`src/rtl/toggle_monitor_pkg.sv`:
```
// Shared types and default sizes for the toggle stream monitor.
// Holds the FSM state encoding and the counter widths.
package toggle_monitor_pkg;

    typedef enum logic [1:0] {
        IDLE  = 2'd0,
        ACQ   = 2'd1,
        LOCK  = 2'd2,
        FAULT = 2'd3
    } state_t;

    localparam int LOCK_CNT_DEF = 4;
    localparam int MISS_W_DEF   = 8;
    localparam int RUN_W        = 4;
    localparam int TOG_W        = 16;

endpackage

```
`src/rtl/toggle_edge_detect.sv`:
```
// Samples the toggle stream and produces the combinational toggle flag
// plus registered one-cycle rise/fall pulses.
module toggle_edge_detect (
    input  logic clk,
    input  logic rst,
    input  logic din,
    output logic toggle,
    output logic rise,
    output logic fall
);

    logic din_q;

    // toggle compares the live input against the previous sample, so the
    // FSM acting on it and the rise/fall flops update on the same edge.
    assign toggle = din ^ din_q;

    always_ff @(posedge clk or posedge rst) begin
        if (rst) begin
            din_q <= 1'b0;
            rise  <= 1'b0;
            fall  <= 1'b0;
        end else begin
            din_q <= din;
            rise  <= toggle & din;
            fall  <= toggle & ~din;
        end
    end

endmodule

```
`src/rtl/toggle_monitor.sv`:
```
// Lock monitor for an alternating bit stream: acquires lock after a run of
// consecutive toggles, flags and counts every loss of lock.
module toggle_monitor
    import toggle_monitor_pkg::*;
#(
    parameter int LOCK_CNT = LOCK_CNT_DEF,
    parameter int MISS_W   = MISS_W_DEF
) (
    input  logic              clk,
    input  logic              rst,
    input  logic              din,
    input  logic              clr_err,
    output logic              rise,
    output logic              fall,
    output logic              locked,
    output logic              err,
    output logic [MISS_W-1:0] miss_cnt,
    output logic [TOG_W-1:0]  tog_cnt
);

    localparam logic [RUN_W-1:0] LOCK_RUN = RUN_W'(LOCK_CNT);

    function automatic logic [MISS_W-1:0] sat_inc(input logic [MISS_W-1:0] v);
        return (&v) ? v : v + 1'b1;
    endfunction

    logic             toggle;
    state_t           state_q;
    state_t           state_d;
    logic [RUN_W-1:0] run_q;
    logic [RUN_W-1:0] run_d;
    logic [RUN_W-1:0] run_inc;
    logic             lose_lock;

    toggle_edge_detect u_edge (
        .clk    (clk),
        .rst    (rst),
        .din    (din),
        .toggle (toggle),
        .rise   (rise),
        .fall   (fall)
    );

    assign run_inc = run_q + 1'b1;

    always_ff @(posedge clk or posedge rst) begin
        if (rst) begin
            state_q <= IDLE;
            run_q   <= '0;
            locked  <= 1'b0;
        end else begin
            state_q <= state_d;
            run_q   <= run_d;
            // Decoded from next state so locked rises on the entry edge.
            locked  <= (state_d == LOCK);
        end
    end

    always_comb begin
        state_d   = state_q;
        run_d     = run_q;
        lose_lock = 1'b0;
        case (state_q)
            IDLE: begin
                if (toggle) begin
                    state_d = ACQ;
                    run_d   = {{(RUN_W-1){1'b0}}, 1'b1};
                end
            end
            ACQ: begin
                if (toggle) begin
                    run_d = run_inc;
                    if (run_inc == LOCK_RUN) begin
                        state_d = LOCK;
                    end
                end else begin
                    state_d = IDLE;
                    run_d   = '0;
                end
            end
            LOCK: begin
                if (!toggle) begin
                    state_d   = FAULT;
                    lose_lock = 1'b1;
                end
            end
            FAULT: begin
                if (toggle) begin
                    state_d = ACQ;
                    run_d   = {{(RUN_W-1){1'b0}}, 1'b1};
                end
            end
            default: begin
                state_d = IDLE;
                run_d   = '0;
            end
        endcase
    end

    always_ff @(posedge clk or posedge rst) begin
        if (rst) begin
            err      <= 1'b0;
            miss_cnt <= '0;
            tog_cnt  <= '0;
        end else begin
            if (toggle) begin
                tog_cnt <= tog_cnt + 1'b1;
            end
            // A loss of lock outranks a clear landing on the same edge; the
            // clear still applies first so the count restarts at one.
            if (lose_lock) begin
                err      <= 1'b1;
                miss_cnt <= clr_err ? {{(MISS_W-1){1'b0}}, 1'b1} : sat_inc(miss_cnt);
            end else if (clr_err) begin
                err      <= 1'b0;
                miss_cnt <= '0;
            end
        end
    end

endmodule

```
`config.mk`:
```
export PLATFORM = sky130hd
export DESIGN_NAME = toggle_monitor
export DESIGN_NICKNAME = d
export VERILOG_FILES = /design/src/rtl/toggle_monitor_pkg.sv /design/src/rtl/toggle_edge_detect.sv /design/src/rtl/toggle_monitor.sv
export SDC_FILE = /design/constraint.sdc
export NUM_CORES = 1
export LEC_CHECK = 0
export BUFFER_PORTS_ARGS = -buffer_cell sky130_fd_sc_hd__buf_2
export CORE_MARGIN = 2
export CORE_UTILIZATION = 55
export CTS_CLUSTER_DIAMETER = 150
export DETAILED_ROUTE_END_ITERATION = 10
export GPL_ROUTABILITY_DRIVEN = 0
export HOLD_SLACK_MARGIN = 0.06
export MAX_ROUTING_LAYER = met4
export PLACE_DENSITY = 0.84
export SETUP_SLACK_MARGIN = 0.5
export SLEW_MARGIN = 20
export SYNTH_ARGS = -nofsm -noshare
export SYNTH_HDL_FRONTEND = slang
export SYNTH_SLANG_ARGS = --single-unit
```
`constraint.sdc`:
```
create_clock -name clk -period 1.9 [get_ports clk]
set_input_delay 0.38 -clock clk [delete_from_list [all_inputs] [get_ports clk]]
set_output_delay 0.38 -clock clk [all_outputs]
set_load 0.02 [all_outputs]
```
==> results.md <==
* Most frequent standard cell in the layout excluding fill and tap cells: sky130_fd_sc_hd__buf_2
* Starting utilization of the core area at between 50% and 60%
* Worst-case clock skew at ~0.016 ns
* Share of synthesized area occupied by flip-flops and latches at 47.91%
* Max-slew violation total from the final report at 0
* IO Port Bufs at 31
* Flops & latches, synth at 35
* Depth of the worst register-to-register path at 4
* Overall die area at 0.003801 mm²
* Number of nets at the end of the flow at 244
* WP data required at approximately 2.1 ns
* Width of the chip at 61.65 µm
* Endpoint type of the worst setup path: register
* Synth Warn # at 0
* Critical-path top delay cell: sky130_fd_sc_hd__dfrtp_1
* Insertion delay of the later-clocked pin in the worst-skew pair at 0.36 ns
* Number of antenna violations at the first check in global routing at 0
* Count of unique library cells instantiated by Yosys at 40
* Number of ports placed on the die boundary at 32
* Ant. Diodes at 0
* Total Neg Setup Slack at 0 ns
* Non-filler cells, final at 278
* HPWL after detailed placement at about 2.6 mm
* Synthesized area per cell at 10.63 µm²
* DR WL/cell at 20.74 µm
* Number of clock sinks at 35
* Number of global-route vias before repair at 1554
* RSZ-0062 raised after global routing: yes
* Largest area contributor in the synthesized netlist: sky130_fd_sc_hd__dfrtp_1
* Overall routed net length at between 5 and 6 mm
* Pin count of the biggest net entering global routing at 36
* Top-area cell type share of the netlist area at 47.91%
* H-tree depth reported by CTS at 2
* Core area at approximately 0.0031 mm²
* Die Span Y at just over 60 µm
* Antenna-violating nets left at 0
* Logic depth of the worst path, buffers included at 4
* Iteration-0 DRC Markers at 131
* Power density over the cells at around 1100 mW/mm²
* Final setup violating endpoints at 0
* Worst-case clock buffer depth at 2
* Share of cells above drive strength 1 at 51.71%
* Final period demand of the worst path at 1.683 ns
* Post-Synthesis Cells at 172
* Total number of vias at 1725
* Static leakage at 1.310 nW
* Number of buffers and inverters on the critical path at 0
* Clock input transition at the sequential cells of the worst setup and hold paths at 0.12 ns
* Path category of the worst min-delay check: input port to async pin
* Launching point of the worst reg2reg path: u_edge.din_q$_DFF_PP0_
* GRT overflow at 0
* Crit path max-delay family: flip-flops
* Cell count after placement at 242
* Post-detailed-route via-to-cell ratio at 6.205
* Critical path class: register to register
* Max rail drop VDD at 785.3 µV
* Detailed-routing iteration count for the pre-antenna-repair pass at 4
* Wire length of the first global-routing pass at 6.900 mm
* Final worst path period share at 88.56%
* FP Rows at 20
* Syn_nets at 183
* Root cell of the clock tree: sky130_fd_sc_hd__clkbuf_4
* Number of enable flip-flop cells after synthesis at 0
* Commonest cells after routing, fill and taps aside: 29 x sky130_fd_sc_hd__buf_2, 25 x sky130_fd_sc_hd__buf_4, 19 x sky130_fd_sc_hd__dfrtp_1, 16 x sky130_fd_sc_hd__dfrtp_2, 12 x sky130_fd_sc_hd__inv_1
* Area added between synthesis and finish at 43.60%
* FMAX at 0.5943 GHz
* Post-route DRC violation count at 0
* Max-Slew Margin vs Limit at between 70 and 80%
* TritonCTS clock tree: built
* Crit Path Max Fanout at 4
* Leading register cell type out of synthesis: sky130_fd_sc_hd__dfrtp_1
* Element type at the critical path start: register
* Number of buffers created by CTS at 5
* Count of endpoints failing hold in the final timing report at 0
* RR Endpoint: miss_cnt[3]$_DFFE_PP0P_
* Reg-to-reg setup timing slack at 0.22 ns
* Total Routing Usage GR at 25.98%
* Biggest cell delay along the critical path at 0.44 ns
* Max-cap viol count at 0
* Worst EP arrival at 1.92 ns
* Cell Area, Synth at around 0.0018 mm²
* Main area contributors after synthesis: sky130_fd_sc_hd__dfrtp_1 48%, sky130_fd_sc_hd__ha_1 4.8%, sky130_fd_sc_hd__xor2_1 4.8%, sky130_fd_sc_hd__xnor2_1 2.9%, sky130_fd_sc_hd__inv_1 2.7%
* Cell breakdown of the critical path: ha_4 > nand4_1 > a311oi_2 > mux2_1
* Hold Buf Count CTS at 0
* Async set-or-reset flop fraction in the synthesized netlist at 100.0%
* Slew @ Worst Pin at approximately 0.44 ns
* Fillcell total at 165
* Outcome: finished clean
## area by class of cell
class	count	area, µm²	area share [%]
clock buffer	7	55.05	2.097
timing repair buffer	61	445.4	16.97
sequential	35	895.9	34.13
tap	44	55.05	2.097
clock inverter	1	5.005	0.1907
inverter	13	48.80	1.859
multi-input combinational	117	1120	42.66
## report_power, final
part           internal [mW]  switching [mW]  leakage, nW
registers              0.897           0.183        0.436
logic                  0.603           0.797        0.840
clock network          0.179           0.278       0.0353
total                   1.68            1.26         1.31
## stage by stage
step	utilization (%)	worst slack (ns)	total power, mW	hold WS, ns	instance area, µm²
3_3_place_gp	66.53	0.2098	1.932	0.4543	2064
3_5_place_dp	66.53	0.1284	1.988	0.4598	2064
4_1_cts	73.91	0.2906	2.531	0.1194	2293
2_1_floorplan	-	0.3716	1.735	0.4114	1896
5_1_grt	84.60	0.1922	3.079	0.1348	2625
6_report	84.60	0.2174	2.937	0.1255	2625
## routing by layer
layer  share of wire (%)  vias up  global-route usage, %
met5                   0        -                      -
met1                  38      896                  28.10
li1                    -      741                      -
met4                 3.6        0                  9.726
met2                  54       66                  45.11
met3                 4.6       22                  7.143
## cell usage after synthesis, types with 4 or more instances
library cell / number
sky130_fd_sc_hd__dfrtp_1: 35
sky130_fd_sc_hd__inv_1: 13
sky130_fd_sc_hd__xor2_1: 10
sky130_fd_sc_hd__o21ai_0: 8
sky130_fd_sc_hd__ha_1: 7
sky130_fd_sc_hd__nand2_1: 7
sky130_fd_sc_hd__nand3_1: 7
sky130_fd_sc_hd__nor4_1: 7
sky130_fd_sc_hd__nor2b_1: 6
sky130_fd_sc_hd__xnor2_1: 6
sky130_fd_sc_hd__nand2b_1: 5
sky130_fd_sc_hd__nor2_1: 5
sky130_fd_sc_hd__nor3_1: 5
sky130_fd_sc_hd__a21oi_1: 4
sky130_fd_sc_hd__a31oi_1: 4
sky130_fd_sc_hd__nand4_1: 4
## worst min-delay path: cells and delay by family
family | cells | cell delay [ns]
buffers and inverters | 3 | 0.55
## registers in the layout, indices dropped and copies added (netlist names)
name / count
state_q: 2
locked: 1
u_edge.fall: 1
miss_cnt: 8
err: 1
run_q: 4
u_edge.rise: 1
tog_cnt: 16
u_edge.din_q: 1
## timing repair
action	CTS	global route
pin swaps	7	14
resized for setup	27	41
cloned	1	0
buffers inserted	5	22
endpoints found under the setup margin	27	40
## how the worst max path moves through the flow
stage	start	to	slack [ns]
finish	u_edge.din_q$_DFF_PP0_	miss_cnt[3]$_DFFE_PP0P_	0.22
global route	u_edge.din_q$_DFF_PP0_	miss_cnt[3]$_DFFE_PP0P_	0.19
CTS	state_q[0]$_DFF_PP0_	miss_cnt[3]$_DFFE_PP0P_	0.29
detailed placement	din	miss_cnt[3]$_DFFE_PP0P_	0.13
global placement	din	miss_cnt[3]$_DFFE_PP0P_	0.21
floorplan	miss_cnt[6]$_DFFE_PP0P_	miss_cnt[3]$_DFFE_PP0P_	0.37
## cell families (layout without fill, tap and decap cells)
group	after synthesis	count (layout)	synth area share [%]
and+or+nand+nor	57	57	19.99
DFF	35	35	47.91
muxes	5	5	2.875
xor gates and xnor gates	16	16	7.666
AOI/OAI and AO/OA	32	32	12.05
buffers and inverters	20	82	4.723
adders and majority gates	7	7	4.791
Power figures use the tool's default switching activity.
